===== config.mk =====
export PLATFORM = sky130hd
export DESIGN_NAME = ysyx_24110015_ifu
export DESIGN_NICKNAME = d
export VERILOG_FILES = /design/src/rtl/ysyx_24110015_ifu.sv
export SDC_FILE = /design/constraint.sdc
export NUM_CORES = 1
export LEC_CHECK = 0
export BUFFER_PORTS_ARGS = -buffer_cell sky130_fd_sc_hd__buf_2
export CORE_MARGIN = 8
export CORE_UTILIZATION = 54
export DETAILED_ROUTE_END_ITERATION = 8
export PLACE_DENSITY = 0.89
export SLEW_MARGIN = 10
export SYNTH_ARGS = -nofsm -noshare
export SYNTH_HDL_FRONTEND = slang
export SYNTH_SLANG_ARGS = --single-unit

===== constraint.sdc =====
create_clock -name clk -period 6.2 [get_ports clk]
set_clock_uncertainty 0.15 [all_clocks]
set_input_delay 0.62 -clock clk [delete_from_list [all_inputs] [get_ports clk]]
set_output_delay 0.62 -clock clk [all_outputs]
set_load 0.01 [all_outputs]

===== src/rtl/ysyx_24110015_ifu.sv =====
// Instruction fetch unit for the multicycle core: owns the PC, issues one fetch
// per instruction over valid/ready, presents {pc, inst} to decode, advances on commit.
module ysyx_24110015_ifu #(
  parameter logic [31:0] RESET_PC = 32'h8000_0000,
  parameter int unsigned TIMEOUT  = 256
) (
  input  logic        clk,
  input  logic        rst,
  output logic        req_valid,
  input  logic        req_ready,
  output logic [31:0] req_addr,
  input  logic        resp_valid,
  input  logic [31:0] resp_data,
  input  logic        resp_err,
  output logic        inst_valid,
  input  logic        inst_ready,
  output logic [31:0] pc,
  output logic [31:0] inst,
  input  logic        commit_valid,
  input  logic [31:0] pc_next,
  output logic        fetch_fault,
  output logic [31:0] fetch_cnt
);

  typedef enum logic [2:0] {
    S_FETCH = 3'd0,
    S_WAIT  = 3'd1,
    S_ISSUE = 3'd2,
    S_EXEC  = 3'd3,
    S_FAULT = 3'd4
  } state_t;

  localparam logic [31:0] TO_LAST = 32'(TIMEOUT - 1);

  state_t      state, state_n;
  logic [31:0] to_cnt;
  logic        req_fire, issue_fire, to_hit, pc_aligned;

  assign req_fire   = req_valid && req_ready;
  assign issue_fire = inst_valid && inst_ready;
  assign to_hit     = (TIMEOUT != 0) && (to_cnt == TO_LAST);
  assign pc_aligned = (pc_next[1:0] == 2'b00);
  assign req_addr   = pc;

  always_ff @(posedge clk) begin
    if (rst) state <= S_FETCH;
    else     state <= state_n;
  end

  // A response wins over the timeout in the last WAIT cycle.
  always_comb begin
    state_n = state;
    case (state)
      S_FETCH: if (req_fire) state_n = S_WAIT;
      S_WAIT: begin
        if (resp_valid)  state_n = resp_err ? S_FAULT : S_ISSUE;
        else if (to_hit) state_n = S_FAULT;
      end
      S_ISSUE: if (issue_fire) state_n = S_EXEC;
      S_EXEC:  if (commit_valid) state_n = pc_aligned ? S_FETCH : S_FAULT;
      default: state_n = S_FAULT;
    endcase
  end

  // Handshake outputs are flops fed from next-state, so they stay low while
  // rst is held and never see a combinational path from any input.
  always_ff @(posedge clk) begin
    if (rst) begin
      req_valid   <= 1'b0;
      inst_valid  <= 1'b0;
      fetch_fault <= 1'b0;
    end else begin
      req_valid   <= (state_n == S_FETCH);
      inst_valid  <= (state_n == S_ISSUE);
      fetch_fault <= (state_n == S_FAULT);
    end
  end

  always_ff @(posedge clk) begin
    if (rst) begin
      pc        <= RESET_PC;
      inst      <= '0;
      fetch_cnt <= '0;
      to_cnt    <= '0;
    end else begin
      case (state)
        S_FETCH: if (req_fire) to_cnt <= '0;
        S_WAIT: begin
          if (resp_valid) begin
            if (!resp_err) inst <= resp_data;
          end else begin
            to_cnt <= to_cnt + 32'd1;
          end
        end
        S_ISSUE: if (issue_fire) fetch_cnt <= fetch_cnt + 32'd1;
        S_EXEC:  if (commit_valid && pc_aligned) pc <= pc_next;
        default: ;
      endcase
    end
  end

endmodule


Word-level counts from Yosys, hierarchy flattened
Index checks and enable logic that the tools add are counted.
- logic and storage cells: 41
- flip-flop bits (word level): 134
- bits of input ports: 71
- output and inout bits: 131
- add/subtract/negate cells: 2
- bitwise operators: 1
- muxes and demuxes: 11
- equal/unequal tests: 8
- reduce and logical (&&, ||, !) cells: 11
- operators by type and width (operator ; number):
    $add A32 B1 Y32 const B ; 2
    $mux W32 ; 2
    $pmux W32 S2 ; 1
    $eq A32 B8 Y1 const B ; 1
    $mux W3 ; 7
    $pmux W3 S4 ; 1
    $eq A3 B2 Y1 const B ; 3
    $logic_not A3 Y1 ; 2
    $reduce_and A3 Y1 ; 2
    $ne A2 B2 Y1 const B ; 2
    $reduce_and A2 Y1 ; 2
    $eq A3 B1 Y1 const B ; 1
    $eq A3 B3 Y1 const B ; 1
    $logic_and A1 B1 Y1 ; 3
    $logic_not A2 Y1 ; 1
    $reduce_bool A2 Y1 ; 1
    $not A1 Y1 ; 1

Logic depth before layout (Yosys ltp)
- depth in word-level cells: 5
- depth in mapped cells: 8
- mapped depth without buffers: 6

Worst setup path after synthesis
OpenSTA, ideal clock, no wires.
- path kind: flip-flop to flip-flop
- start point: register to_cnt[9]
- end point: register to_cnt[27]
- slack: 3.896 ns
- clock period less this slack: 2.304 ns
- required time: 5.935 ns
- buffers on the path: 1
- library setup time: 0.115 ns
- arrival time: 2.039 ns
- stages on the path, launching flop included: 7
- path through: dfxtp_1 -> nand4_2 -> or4_1 -> buf_2 -> or4_4 -> and2_0 -> o21a_1
- cells in the longest elaborated chain, start to end: 3
- ends and longest elaborated chain (item ; line ; source):
    from (decl) ; 36 ; logic [31:0] to_cnt;
    from (signal assigned) ; 92 ; to_cnt <= to_cnt + 32'd1;
    $add A32 B1 Y32 ; 92 ;
    $mux W32 ; 89 ; if (resp_valid) begin
    $pmux W32 S2 ; 86 ; case (state)
Every way passes these cells. The select of a mux whose other input is x is not followed.
A chain may end at the register's enable or synchronous reset.

Worst setup path in the final report
- start point: register to_cnt[8]
- end point: register to_cnt[27]
The elaborated chain is that of the path after synthesis.

==> impl_metrics.json <==
{
  "end_kind": "flip-flop",
  "avgSynthCellArea_um2": 8.18,
  "cp_num_cells": 5,
  "cp-start-kind": "flip-flop",
  "synth_area_um2": 5800,
  "netlist_top_cells_count": "nand2_1, dfxtp_1, a21oi_1, nor2_1, buf_4",
  "yosys.area.top_type": "dfxtp_1",
  "path_buf_inv": 0,
  "hold_violations": 0,
  "drive_gt1_share_pct": 28.1,
  "dieArea_um2": 14300,
  "first_pass_iters": 7,
  "worstPathRequired_ps": 6460,
  "total_power_mw": 2.08,
  "min-delay-start": "resp_data[14]",
  "synth.most_common_cell": "nand2_1",
  "globalRouteMet3Util_pct": 7.61,
  "ioPinCount": 202,
  "antenna_left": 0,
  "antenna_found_initial": 0,
  "synthArstFlopShare_pct": 0,
  "fin_area_um2": 7290,
  "min_delay_path_depth": 3,
  "clkSinkCount": 134,
  "dp_cells": 984,
  "ys_types": 53,
  "synth_top_area_share_pct": 46.3,
  "totalWireLength_mm": 15.8,
  "synth_edf_count": 0,
  "status": "completed",
  "rows": 38,
  "cts_setup_buffers": 0,
  "grt_max_degree": 56,
  "die_height_um": 120,
  "clkTransAtPathRegs_ps": 60,
  "rrSetupSlack_ps": 3680,
  "max_stage_delay_ps": 690,
  "powerDensity_nw_per_um2": 285,
  "grt_pass1_wl_mm": 25.6,
  "placed_cell_area_um2": 6610,
  "fillerInstances": 877,
  "io_buffer_count": 201,
  "min_period_ps": 2520,
  "p_leak_nw": 3.07,
  "setup_ws_ps": 3680,
  "syn_to_final_growth_pct": 25.7,
  "grt.busiest_layer": "met2",
  "place_hpwl_mm": 11.5,
  "synthTopCellsByArea": "dfxtp_1, nand2_1, a21oi_1, nor2_1, buf_4",
  "cp_max_fo": 8,
  "core_area_um2": 10700,
  "tns_ps": 0,
  "final_util_pct": 68.4,
  "wl_per_cell_um": 15.6,
  "post-route-period-util_pct": 40.6,
  "drt-vias-per-instance": 5.31,
  "synth_ff_type": "dfxtp_1",
  "setup_violations": 0,
  "min_path_type": "primary input to flip-flop",
  "detailedPlace.worstSlack_ps": 3650,
  "route.detailed.drc": 0,
  "num_antenna_cells": 0,
  "drv_slew": 0,
  "fin_hold_ws_ps": 186,
  "fp.dieW_um": 120,
  "arrival_ps": 2770,
  "ctsResizeCount": 0,
  "cts_tree": "yes",
  "slew_headroom_pct": 22.1,
  "cts_hold_buf": 0,
  "r2r_cells": 5,
  "worstSetupPathType": "flip-flop to flip-flop",
  "max_freq_mhz": 397,
  "instances_no_fill": 1015,
  "cts_max_path_buffers": 2,
  "drv_cap": 0,
  "ir_drop_uv": 182,
  "start_util_pct": 54.5,
  "cts_made_buffers": 17,
  "grtUsageTotal_pct": 21.8,
  "grt_pass1_vias": 5107,
  "startpoint": "to_cnt[8]",
  "tightest_slew_ps": 1170,
  "nNetsFinal": 936,
  "r2r-start": "to_cnt[8]",
  "grt_remaining_overflow": 0,
  "synth_seq_area_share_pct": 46.3,
  "crit_family": "simple AND/OR/NAND/NOR gates",
  "cp_cell_sequence": "nand4_2 -> or4_1 -> or4_4 -> and2_0 -> o21a_1",
  "drt-initial-drc-count": 511,
  "rsz0062_at_grt": "no",
  "htree_levels": 4,
  "crit_end": "to_cnt[27]",
  "synth_fp_nets": 782,
  "clock_latency_ps": 510,
  "globalplace.congestion": 0.869,
  "use_met2_pct": 37.4,
  "syn-instance-count": 709,
  "use_met1_pct": 24.7,
  "ys_ff_latch": 134,
  "cts_root_buf": "clkbuf_8",
  "timing.rr.end": "to_cnt[27]",
  "num_vias": 5385,
  "yosysWarnings": 0,
  "cp_slowest_cell": "or4_1"
}
cell usage in the layout, fill, tap and decap left out, types with 10 or more instances in the layout:
master	Yosys	final
dfxtp_1	134	134
clkbuf_16	0	16
nand2_1	149	149
nor2_1	65	65
nand3_1	26	26
and4_1	10	10
xor2_1	26	26
nor4_1	11	11
a21oi_1	76	76
nor3_1	14	14
buf_2	2	200
xnor2_1	22	22
nand4_1	19	19
flip-flops by register name, indices dropped and copies added, names as in the netlist:
name	count
fetch_fault	1
to_cnt	32
state	3
req_valid	1
pc	32
fetch_cnt	32
inst	32
inst_valid	1
tightest hold or removal path, stage by stage:
cell and delay (ps):
buf_2 90, nand2_1 40, a21oi_1 50
per-layer routing:
metal / wire [um] / vias up
met5: 0 / -
met4: 219 / 0
met3: 1330 / 21
met2: 7890 / 189
met1: 6350 / 2503
li1: - / 2672
report_power, final:
group,internal [mW],switching [mW],total (mW),leakage (nW)
sequential,0.867,0.00497,0.872,1.08
combinational,0.0282,0.0409,0.0691,1.67
clock,0.766,0.368,1.13,0.320
worst min-delay path by stage:
stage | end | slack [ps]
detailed placement | inst[16] | 290
finish | inst[14] | 190
global placement | inst[5] | 290
floorplan | to_cnt[29] | 310
global route | inst[23] | 180
CTS | inst[14] | 170
kinds of logic (layout without fill, tap and decap cells):
logic type	Yosys count	in the layout	synth area share [%]
buf+inv	75	241	7.10
flops	134	134	46.3
mux	2	2	0.367
xor+xnor	48	48	7.25
simple gates	347	347	29.0
compound gates	101	101	9.58
fa+ha+maj	2	2	0.431
layout make-up:
| type | count | area, um^2 | share of cell area (%) |
|---|---|---|---|
| Clock buffer | 20 | 455 | 6.25 |
| Clock inverter | 11 | 220 | 3.02 |
| Inverter | 7 | 26.3 | 0.361 |
| Multi-Input combinational cell | 500 | 2710 | 37.1 |
| Sequential cell | 134 | 2680 | 36.8 |
| Tap cell | 140 | 175 | 2.40 |
| Timing Repair Buffer | 203 | 1020 | 14.0 |
Power figures use the tool's default switching activity.
